`src/rtl/uart_pkg.sv`:
```
// Shared types and constants for the UART transmitter slice.
// The PARITY state is only entered when UART_TX_PARITY_EN is defined.
package uart_pkg;

    typedef enum logic [2:0] {
        IDLE   = 3'd0,
        START  = 3'd1,
        DATA   = 3'd2,
        PARITY = 3'd3,
        STOP   = 3'd4
    } tx_state_t;

    localparam int DEFAULT_CLKS_PER_BIT = 32'd5208;
    localparam int UART_DATA_BITS       = 32'd8;

    function automatic logic even_parity(input logic [7:0] data);
        return ^data;
    endfunction

endpackage

```
`src/rtl/uart_baud_tick.sv`:
```
// Bit-period tick generator: counts 0..CLKS_PER_BIT-1 and pulses tick on the
// last count; clear holds the count at zero.
module uart_baud_tick
    import uart_pkg::*;
#(
    parameter int CLKS_PER_BIT = DEFAULT_CLKS_PER_BIT
) (
    input  logic clk,
    input  logic nRST,
    input  logic clear,
    output logic tick
);

    localparam int CNT_W = (CLKS_PER_BIT > 32'd1) ? $clog2(CLKS_PER_BIT) : 32'd1;
    localparam logic [CNT_W-1:0] LAST_COUNT = CNT_W'(CLKS_PER_BIT - 32'd1);

    logic [CNT_W-1:0] count_r;

    assign tick = (count_r == LAST_COUNT);

    // Bit-period counter, wraps after the tick cycle.
    always_ff @(posedge clk or negedge nRST) begin
        if (!nRST) begin
            count_r <= '0;
        end else if (clear || tick) begin
            count_r <= '0;
        end else begin
            count_r <= count_r + CNT_W'(1'b1);
        end
    end

endmodule

```
`src/rtl/uart_tx.sv`:
```
// 8N1 serial transmitter with valid/ready byte input and registered line output.
// Define UART_TX_PARITY_EN to insert an even-parity bit before the stop bit.
module uart_tx
    import uart_pkg::*;
#(
    parameter int CLKS_PER_BIT = DEFAULT_CLKS_PER_BIT,
    parameter int DATA_BITS    = UART_DATA_BITS
) (
    input  logic       clk,
    input  logic       nRST,
    input  logic       tx_valid,
    input  logic [7:0] tx_data,
    output logic       tx_ready,
    output logic       tx,
    output logic       busy
);

    localparam logic [2:0] LAST_BIT = 3'(DATA_BITS - 32'd1);

    tx_state_t  state_r, state_next_s;
    logic [7:0] shift_r, shift_next_s;
    logic [2:0] bit_idx_r, bit_idx_next_s;
    logic       tx_r, tx_next_s;
    logic       tick_s;
    logic       clear_s;
`ifdef UART_TX_PARITY_EN
    logic       parity_r;
`endif

    assign clear_s  = (state_r == IDLE);
    assign tx_ready = (state_r == IDLE);
    assign busy     = (state_r != IDLE);
    assign tx       = tx_r;

    uart_baud_tick #(
        .CLKS_PER_BIT (CLKS_PER_BIT)
    ) u_baud_tick (
        .clk   (clk),
        .nRST  (nRST),
        .clear (clear_s),
        .tick  (tick_s)
    );

    // Frame sequencing: next state, shift register and bit index.
    always_comb begin
        state_next_s   = state_r;
        shift_next_s   = shift_r;
        bit_idx_next_s = bit_idx_r;
        case (state_r)
            IDLE: begin
                if (tx_valid) begin
                    state_next_s   = START;
                    shift_next_s   = tx_data;
                    bit_idx_next_s = 3'd0;
                end else begin
                    state_next_s = IDLE;
                end
            end
            START: begin
                if (tick_s) begin
                    state_next_s = DATA;
                end else begin
                    state_next_s = START;
                end
            end
            DATA: begin
                if (tick_s) begin
                    shift_next_s   = {1'b0, shift_r[7:1]};
                    bit_idx_next_s = bit_idx_r + 3'd1;
                    if (bit_idx_r == LAST_BIT) begin
`ifdef UART_TX_PARITY_EN
                        state_next_s = PARITY;
`else
                        state_next_s = STOP;
`endif
                    end else begin
                        state_next_s = DATA;
                    end
                end else begin
                    state_next_s = DATA;
                end
            end
`ifdef UART_TX_PARITY_EN
            PARITY: begin
                if (tick_s) begin
                    state_next_s = STOP;
                end else begin
                    state_next_s = PARITY;
                end
            end
`endif
            STOP: begin
                if (tick_s) begin
                    state_next_s = IDLE;
                end else begin
                    state_next_s = STOP;
                end
            end
            default: begin
                state_next_s = IDLE;
            end
        endcase
    end

    // Line level decoded from the upcoming state so tx is a clean register.
    always_comb begin
        tx_next_s = 1'b1;
        case (state_next_s)
            IDLE:    tx_next_s = 1'b1;
            START:   tx_next_s = 1'b0;
            DATA:    tx_next_s = shift_next_s[0];
`ifdef UART_TX_PARITY_EN
            PARITY:  tx_next_s = parity_r;
`endif
            STOP:    tx_next_s = 1'b1;
            default: tx_next_s = 1'b1;
        endcase
    end

    // State, datapath and output registers; reset drives the line idle high.
    always_ff @(posedge clk or negedge nRST) begin
        if (!nRST) begin
            state_r   <= IDLE;
            shift_r   <= 8'd0;
            bit_idx_r <= 3'd0;
            tx_r      <= 1'b1;
        end else begin
            state_r   <= state_next_s;
            shift_r   <= shift_next_s;
            bit_idx_r <= bit_idx_next_s;
            tx_r      <= tx_next_s;
        end
    end

`ifdef UART_TX_PARITY_EN
    // Parity captured at accept, before the shift register consumes the byte.
    always_ff @(posedge clk or negedge nRST) begin
        if (!nRST) begin
            parity_r <= 1'b0;
        end else if ((state_r == IDLE) && tx_valid) begin
            parity_r <= even_parity(tx_data);
        end else begin
            parity_r <= parity_r;
        end
    end
`endif

endmodule

```
`config.mk`:
```
export PLATFORM = sky130hd
export DESIGN_NAME = uart_tx
export DESIGN_NICKNAME = d
export VERILOG_FILES = /design/src/rtl/uart_pkg.sv /design/src/rtl/uart_baud_tick.sv /design/src/rtl/uart_tx.sv
export SDC_FILE = /design/constraint.sdc
export NUM_CORES = 1
export LEC_CHECK = 0
export ABC_CLOCK_PERIOD_IN_PS = 3900
export CAP_MARGIN = 30
export CORE_UTILIZATION = 60
export DETAILED_ROUTE_END_ITERATION = 10
export GPL_TIMING_DRIVEN = 0
export PLACE_DENSITY = 0.88
export REMOVE_ABC_BUFFERS = 1
export SYNTH_ARGS = -nofsm -noshare
export SYNTH_HDL_FRONTEND = slang
export SYNTH_HIERARCHICAL = 1
export SYNTH_SLANG_ARGS = --single-unit
```
`constraint.sdc`:
```
create_clock -name clk -period 3.9 [get_ports clk]
set_input_delay 0.39 -clock clk [delete_from_list [all_inputs] [get_ports clk]]
set_output_delay 0.39 -clock clk [all_outputs]
set_load 0.01 [all_outputs]
```
After elaboration in Yosys (flattened, before gate mapping)
Cells that the tools add are included.
{"block": "word_totals", "register_bits": 28, "inputBits": 11, "wordCells": 36}
{"block": "classes", "add_sub_neg": 2, "n_eq_ne": 9, "mux": 14, "n_reduce_logical": 5}
{"operator": "2-to-1 mux 8 bit", "count": 2}
{"operator": "case mux 8 bit (2 select lines)", "count": 1}
{"operator": "2-to-1 mux 3 bit", "count": 5}
{"operator": "adder 13 x 1 -> 13 bit, second input constant", "count": 1}
{"operator": "equality test 13 bit, second input constant", "count": 1}
{"operator": "2-to-1 mux 13 bit", "count": 1}
{"operator": "case mux 3 bit (4 select lines)", "count": 1}
{"operator": "equality test 3 x 1 -> 1 bit, second input constant", "count": 2}
{"operator": "equality test 3 x 2 -> 1 bit, second input constant", "count": 2}
{"operator": "equality test 3 bit, second input constant", "count": 2}
{"operator": "case mux 3 bit (2 select lines)", "count": 1}
{"operator": "adder 3 x 1 -> 3 bit, second input constant", "count": 1}
{"operator": "zero test 3 bit", "count": 1}
{"operator": "AND reduction 3 bit", "count": 1}
{"operator": "nonzero test 3 bit", "count": 1}
{"operator": "2-to-1 mux 2 bit", "count": 1}
{"operator": "inequality test 2 x 1 -> 1 bit, second input constant", "count": 1}
{"operator": "inequality test 2 bit, second input constant", "count": 1}
{"operator": "case mux 1 bit (2 select lines)", "count": 1}
{"operator": "nonzero test 2 bit", "count": 1}
{"operator": "logical OR 1 bit", "count": 1}
{"operator": "2-to-1 mux 1 bit", "count": 1}

Longest topological paths before layout
Gate-level depths: netlist (run 1).
{"block": "logic_depth", "ltp_word": 6, "ltp_mapped": 7}

Cells and area by module
The synthesis (run 1) kept the hierarchy.
{"mod": "uart_tx", "n_inst": 1, "cells_each": 61, "area_per_inst_um2": 778.2, "seq_area_each_um2": 376.6}
{"mod": "uart_baud_tick", "n_inst": 1, "cells_each": 68, "area_per_inst_um2": 685.7, "seq_area_each_um2": 325.3}

Worst setup path before layout (run 1)
Ideal clock, no wire load.
{"block": "synth_timing", "path_type": "register -> register", "startpoint": "register u_baud_tick.count_r[0]", "endpoint": "register shift_r[1]", "arrival_ps": 1769, "required_ps": 3781, "setup_slack_ps": 2012, "path_stages_with_launch": 8, "path_buffers": 1, "period_less_slack_ps": 1888, "cell_sequence": "dfrtp_1 ha_1 and2_1 and4_1 and4bb_4 buf_6 a22o_1 a21o_2"}
{"block": "synth_between", "elab_chain_len": 3}
{"item": "start, declared", "line": "uart_baud_tick.sv:17", "rtl": "logic [CNT_W-1:0] count_r;"}
{"item": "start signal, assigned", "line": "uart_baud_tick.sv:28", "rtl": "count_r <= count_r + CNT_W'(1'b1);"}
{"item": "equality test 13 bit", "line": "uart_baud_tick.sv:19", "rtl": "assign tick = (count_r == LAST_COUNT);"}
{"item": "via tick_s", "line": "uart_tx.sv:24", "rtl": "logic tick_s;"}
{"item": "inequality test 2 x 1 -> 1 bit (no source line)"}
{"item": "AND reduction 3 bit (no source line)"}
{"item": "end signal, assigned", "line": "uart_tx.sv:129", "rtl": "shift_r <= shift_next_s;"}
{"item": "end, declared", "line": "uart_tx.sv:21", "rtl": "logic [7:0] shift_r, shift_next_s;"}
The timed path passes the listed nets, and every way through them passes these cells.
A chain may end at the register's enable or synchronous reset.

Final worst setup path (run 1)
{"block": "layout_timing", "startpoint": "register state_r[0]", "endpoint": "output port tx_ready"}
{"block": "layout_between", "elab_chain_len": 1}
{"item": "start, declared", "line": "uart_tx.sv:20", "rtl": "tx_state_t state_r, state_next_s;"}
{"item": "start signal, assigned", "line": "uart_tx.sv:128", "rtl": "state_r <= state_next_s;"}
{"item": "zero test 3 bit", "line": "uart_tx.sv:31", "rtl": "assign tx_ready = (state_r == IDLE);"}
{"item": "end, declared", "line": "uart_tx.sv:13", "rtl": "output logic tx_ready,"}
No other way between the ends.

==> run metrics, run 1 <==
Ys Warns 6; worst-path cell chain or3_1 > inv_1 > clkdlybuf4s50_1; Fmax 0.423 GHz; port bufs 13; Critical-path top delay cell clkdlybuf4s50_1; Compound-Gate Fraction of Synth Area between 20% and 30%; metal3 WL 108 µm; post-DP HPWL approximately 1800 µm; Final period util about three fifths; core box area around 2300 µm²; CTS H-tree depth 1; reg2reg path depth 5; grt ovf 0; TritonCTS Buffers 3; Final Util between 70% and 80%; Tmin final 2.37 ns; hold violation count in the final report 0; Post-Syn Area 1460 µm²; Vias around 1100; routability cong. roughly 0.84; Worst-path clk slew approximately 0.15 ns; Yosys reg bits 28; status complete, no violations; Post-synth top flop dfrtp_1; Starting Density between 60% and 70%; area delta synth->final 12.0%; WS Path Type reg -> out; Hold WC Path Type in -> async; # setup viols final 0; P_leak between 0.0007 and 0.0008 µW; Netlist cell types between 40 and 50; Worst-Skew Late Latency between 0.3 and 0.4 ns; EDFF count, synth 0; main combinational cell family by area after synthesis simple AND/OR/NAND/NOR gates; 1st-iter DRT viols 38; power per standard cell area around 280 nW/µm²; I/O pins 14; fill cell count approximately 170; DRT Pass-1 Iters 4; simple-gate share of the synthesized area 21.7%; multiplexer share of the synthesized area 1.03%; dpl cell area approximately 1600 µm²; slew margin rel. between 60% and 70%; Max Cap Viol 0; CTS Root Cell clkbuf_4; largest net degree at the start of global routing 22; WP data arrival between 1.5 and 2 ns; routed vias/inst approximately 6.3; die area 2640 µm²; total power 466 µW; initial antenna violation count 0; startpoint types flip-flop; CTS tree done; post-route ant nets 0; Post-CTS Setup Bufs 0; standard-cell rows 17; chip height ~50 µm; top-area cell type share of the netlist area a little under half; setup TNS 0 ns; CP endpoint kind primary output; Mapped Avg Cell Area approximately 11 µm²; worst-margin pin slew roughly 0.54 ns; Total Routing Usage GR 22.0%; share of cells above drive strength 1 approximately 18%; Post-Syn Instances roughly 130; area leader, netlist dfrtp_1; Placed Cells ~170; Post-Synth XOR/XNOR Area 1.79%; highest metal layer with signal wires met4; CTS Sinks 28; DR DRC count 0; Critical Path RT between 3 and 4 ns; ant diodes 0; Die Wd about 51 µm; Clock Tree Buf Depth 2; Critical R2R Capture bit_idx_r[0]; hold buffers post-CTS 0; PostCTS Resize Cnt 0; sequential-to-total area share from yosys stat 47.9%; met2 routed WL around 1200 µm; WL met1 around 1200 µm; first-pass GRT wire length between 4000 and 5000 µm; commonest cells in the netlist dfrtp_1, a21oi_1, a22o_1, a21o_2, nand2_1; vias in the first global route between 900 and 1000; Reg2Reg Launch Point u_baud_tick/count_r[7]; final std cells w/o fill 169; RSZ-0062 raised after global routing false; Area contributors post-synth dfrtp_1, a22o_1, a21o_2; Max VDD drop 0.000279 V; Critical Path Max Stage Delay 0.56 ns; Nets approximately 160; Final Instance Area 1640 µm²; ys async rst share between 90% and 100%; worst reg2reg setup slack about 1.8 ns; most frequent cell after synthesis dfrtp_1; WL/cell about 15 µm; Crit Path Max Fanout 10; Post-Synth Adder-Cell Area 2.56%; Crit path max-delay family buffers and inverters; CP Buf/Inv Count 2; Final Max Slew Viols 0; WL final roughly 2500 µm; Max Clock Skew 0.00329 ns
==> worst max-delay path by stage <==
stage          cells past startpoint  slack [ns]      endpoint              startpoint
6_report                           3        1.53      tx_ready              state_r[0]
5_1_grt                            3        1.47      tx_ready              state_r[0]
4_1_cts                            3        1.54      tx_ready              state_r[0]
3_5_place_dp                       5        1.81  bit_idx_r[0]  u_baud_tick/count_r[9]
3_3_place_gp                       5        1.89  bit_idx_r[0]  u_baud_tick/count_r[7]
2_1_floorplan                      5        2.06  bit_idx_r[0]  u_baud_tick/count_r[9]
==> area by class of cell <==
type / instances / area (µm²) / share of cell area, %
Inverter: 4 / 15.0 / 0.916
Tap cell: 28 / 35.0 / 2.14
Timing Repair Buffer: 14 / 158 / 9.62
Multi-Input combinational cell: 91 / 693 / 42.3
Clock buffer: 4 / 36.3 / 2.21
Sequential cell: 28 / 702 / 42.8
==> cell families after synthesis <==
| group | Yosys count |
|---|---|
| xor gates and xnor gates | 3 |
| and+or+nand+nor | 45 |
| DFF | 28 |
| adders and majority gates | 3 |
| muxes | 1 |
| buffers and inverters | 10 |
| AOI/OAI and AO/OA | 39 |
==> flip-flops by register name, indices dropped and copies added (netlist names) <==
| register | flops |
|---|---|
| bit_idx_r | 3 |
| shift_r | 8 |
| state_r | 3 |
| tx | 1 |
| u_baud_tick/count_r | 13 |
==> routing by layer <==
metal  vias to the layer above  global-route usage (%)
li1                        517                       -
met1                       526                    30.9
met2                        26                    33.8
met3                         2                    3.57
met4                         0                    9.01
met5                         -                       0
==> through the flow <==
stage / worst slack (ns) / hold WS (ns)
after CTS: 1.54 / 0.346
after global routing: 1.47 / 0.353
after floorplan: 2.06 / 0.0944
final: 1.53 / 0.340
after global placement: 1.89 / 0.466
after detailed placement: 1.81 / 0.478
==> where the power goes <==
part,internal (µW),total (µW),switching (µW),leakage (µW)
clock network,57.3,146,88.6,0.0000210
registers,294,296,2.25,0.000355
logic,15.2,24.1,8.97,0.000330
==> cells in the final DEF, fill, tap and decap left out, types with 5 or more instances in the layout <==
cell type,count
dfrtp_1,27
nor2_1,5
nand3_1,5
a22o_1,8
nand2_1,6
clkdlybuf4s50_1,13
a21oi_1,8
a21o_2,6
Note: power is estimated with default switching activity, not from simulation.
==> run 2: changes to the inputs <==
--- a/config.mk
+++ b/config.mk
@@ -5,12 +5,12 @@
 export SDC_FILE = /design/constraint.sdc
 export NUM_CORES = 1
 export LEC_CHECK = 0
-export ABC_CLOCK_PERIOD_IN_PS = 3900
+export ABC_CLOCK_PERIOD_IN_PS = 2250
 export CAP_MARGIN = 30
-export CORE_UTILIZATION = 60
+export CORE_UTILIZATION = 56
 export DETAILED_ROUTE_END_ITERATION = 10
 export GPL_TIMING_DRIVEN = 0
-export PLACE_DENSITY = 0.88
+export PLACE_DENSITY = 0.83
 export REMOVE_ABC_BUFFERS = 1
 export SYNTH_ARGS = -nofsm -noshare
 export SYNTH_HDL_FRONTEND = slang
==> constraint.sdc (replaced) <==
create_clock -name clk -period 2.25 [get_ports clk]
set_input_delay 0.225 -clock clk [delete_from_list [all_inputs] [get_ports clk]]
set_output_delay 0.225 -clock clk [all_outputs]
set_load 0.01 [all_outputs]
==> run 2 against run 1 <==
Routed wire length increased by 9.1%. Via count increased by 0.93%. Global-route usage increased by 0.59 points. Critical path depth unchanged. Register-to-register slack got worse by 1.6 ns. Non-clock buffer count unchanged. Combinational power increased by 62%. Total power increased by 72%. Setup slack got worse by 1.5 ns. Critical endpoint unchanged. Largest power group unchanged.
==> run metrics, run 2 (synthesis gave the netlist of run 1 again) <==
Tmin final ~2.2 ns; share of cells above drive strength 1 19.9% (+2.1 points); standard-cell rows 18 (+1); status complete, no violations; Die Wd 53.1 µm (+3.4%); Sequential cell area 706 µm² (+0.53%); worst-path cell chain or3_1 > inv_1 > clkdlybuf4s50_1; Hold WC Path Type in -> async; TritonCTS Buffers 3 (unchanged); port bufs 13 (unchanged); ant diodes 0 (unchanged); CP Buf/Inv Count 2 (unchanged); # setup viols final 0 (unchanged); chip height 53.1 µm (+3.4%); Final Max Slew Viols 0 (unchanged); Max Clock Skew 0.00241 ns (-0.000874 ns); post-DP HPWL 1940 µm (+8.1%); initial antenna violation count 0 (unchanged); Critical Path RT 2.03 ns (-1.48 ns); P_leak 0.000697 µW (-1.3%); WP data arrival 1.94 ns (-0.04 ns); total power 800 µW (+72%); largest net degree at the start of global routing 16 (-27%); Fmax about 0.46 GHz; most common cell after layout, fill and taps aside dfrtp_1; Worst-path clk slew 0.15 ns (about the same); Final period util between 90% and 100%; Crit path max-delay family buffers and inverters; CTS H-tree depth 1 (unchanged); Nets 156 (unchanged); DRT Pass-1 Iters 4 (unchanged); WS Path Type reg -> out; biggest regs u_baud_tick/count_r: 13 flops, shift_r: 8 flops; slew margin rel. 54.1% (-10 points); routability cong. 0.789 (-5.8%); RSZ-0062 raised after global routing false; Multi-input gate area 693 µm² (unchanged); Starting Density 59.1% (-5.8 points); Worst-Skew Late Latency 0.33 ns (about the same); die area 2820 µm² (+6.9%); WL/cell 16.2 µm (+7.9%); first-pass GRT wire length 4520 µm (+5.5%); worst-margin pin slew 0.686 ns (+0.150 ns); Crit Path Max Fanout 7 (-3); Post-CTS Setup Bufs 0 (unchanged); max FFs per register 13 (unchanged); CTS tree done; Most flops, register u_baud_tick/count_r; Max Cap Viol 0 (unchanged); fill cell count 209 (+20%); Critical Path Max Stage Delay 0.56 ns (about the same); 1st-iter DRT viols 27 (-29%); pre-CTS setup slack 0.166 ns (-1.65 ns); Clock Tree Buf Depth 2 (unchanged); Vias 1081 (+0.93%); grt ovf 0 (unchanged); vias in the first global route 986 (-1.2%); DR DRC count 0 (unchanged); routed vias/inst 6.32 (-0.25%); setup TNS 0 ns (unchanged); Max VDD drop 0.000434 V (+56%); Critical-path top delay cell clkdlybuf4s50_1; setup ws final 0.0811 ns (-1.45 ns); CTS Root Cell clkbuf_4; area delta synth->final 11.5%; startpoint types flip-flop; hold violation count in the final report 0 (unchanged); Total Routing Usage GR 22.6% (+0.59 points); CP endpoint kind primary output; CTS Sinks 28 (unchanged); post-route ant nets 0 (unchanged); WL final 2770 µm (+9.1%); most frequent cells in the layout dfrtp_1, clkdlybuf4s50_1, a21oi_1, a22o_1; core box area 2480 µm² (+9.9%); power per standard cell area 490 nW/µm² (+72%); I/O pins 14 (unchanged)
## run 2: cell counts in the layout (fill, tap and decap cells not counted)
No cell type changed its count.
## run 2: cell type report
| cell class | instances | share of cell area, % |
|---|---|---|
| well taps | 30 | 2.30 |
| flip-flops and latches | 28 | 43.2 |
| clock buffers | 4 | 2.22 |
| inverters | 4 | 0.920 |
| multi-input cells | 91 | 42.5 |
| repair buffers | 14 | 8.89 |
## run 2: routing by layer
metal | GRT usage (%) | wire length, µm | up-vias
li1 | - | - | 508
met1 | 28.2 | 1250 | 541
met2 | 38.0 | 1380 | 24
met3 | 4.02 | 87 | 8
met4 | 9.65 | 51 | 0
met5 | 0 | 0 | -
## run 2: repair_timing
item,CTS,global route
hold buffers,0,0
setup endpoints to repair,0,1
resized for setup,0,3
## run 2: final timing paths
| path | start | end | slack (ns) | cells after the start |
|---|---|---|---|---|
| setup / recovery | state_r[2] | tx_ready | 0.08 | 3 |
| hold / removal | nRST | u_baud_tick/count_r[12] | 0.29 | 1 |
| setup reg to reg | u_baud_tick/count_r[9] | bit_idx_r[0] | 0.16 | 5 |
| hold reg to reg | shift_r[2] | shift_r[2] | 0.50 | 1 |
| max in group asynchronous | nRST | u_baud_tick/count_r[6] | 1.43 | 2 |
| min in group clk | tx_data[7] | shift_r[7] | 0.49 | 2 |
## run 2: stage by stage
| step | utilization, % | hold WS, ns | area (µm²) | cells |
|---|---|---|---|---|
| floorplan | - | -0.0706 | 1410 | 123 |
| global placement | 63.7 | 0.465 | 1580 | 166 |
| detailed placement | 64.3 | 0.471 | 1590 | 167 |
| CTS | 65.8 | 0.304 | 1630 | 171 |
| global route | 65.9 | 0.344 | 1630 | 171 |
| finish | 65.9 | 0.288 | 1630 | 171 |
## run 2: power breakdown
| group | leakage, µW | internal, µW | total [µW] | switching, µW |
|---|---|---|---|---|
| sequential | 0.000351 | 510 | 513 | 3.61 |
| combinational | 0.000325 | 23.8 | 39.0 | 15.1 |
| clock | 0.0000210 | 99.2 | 248 | 148 |
## run 2: worst reg2reg max path, cell delays in order, from the launching register on
cell	delay [ns]
dfrtp_1	0.46
nor4b_1	0.39
and4_1	0.37
and4bb_4	0.38
nor2_4	0.10
mux2_4	0.29
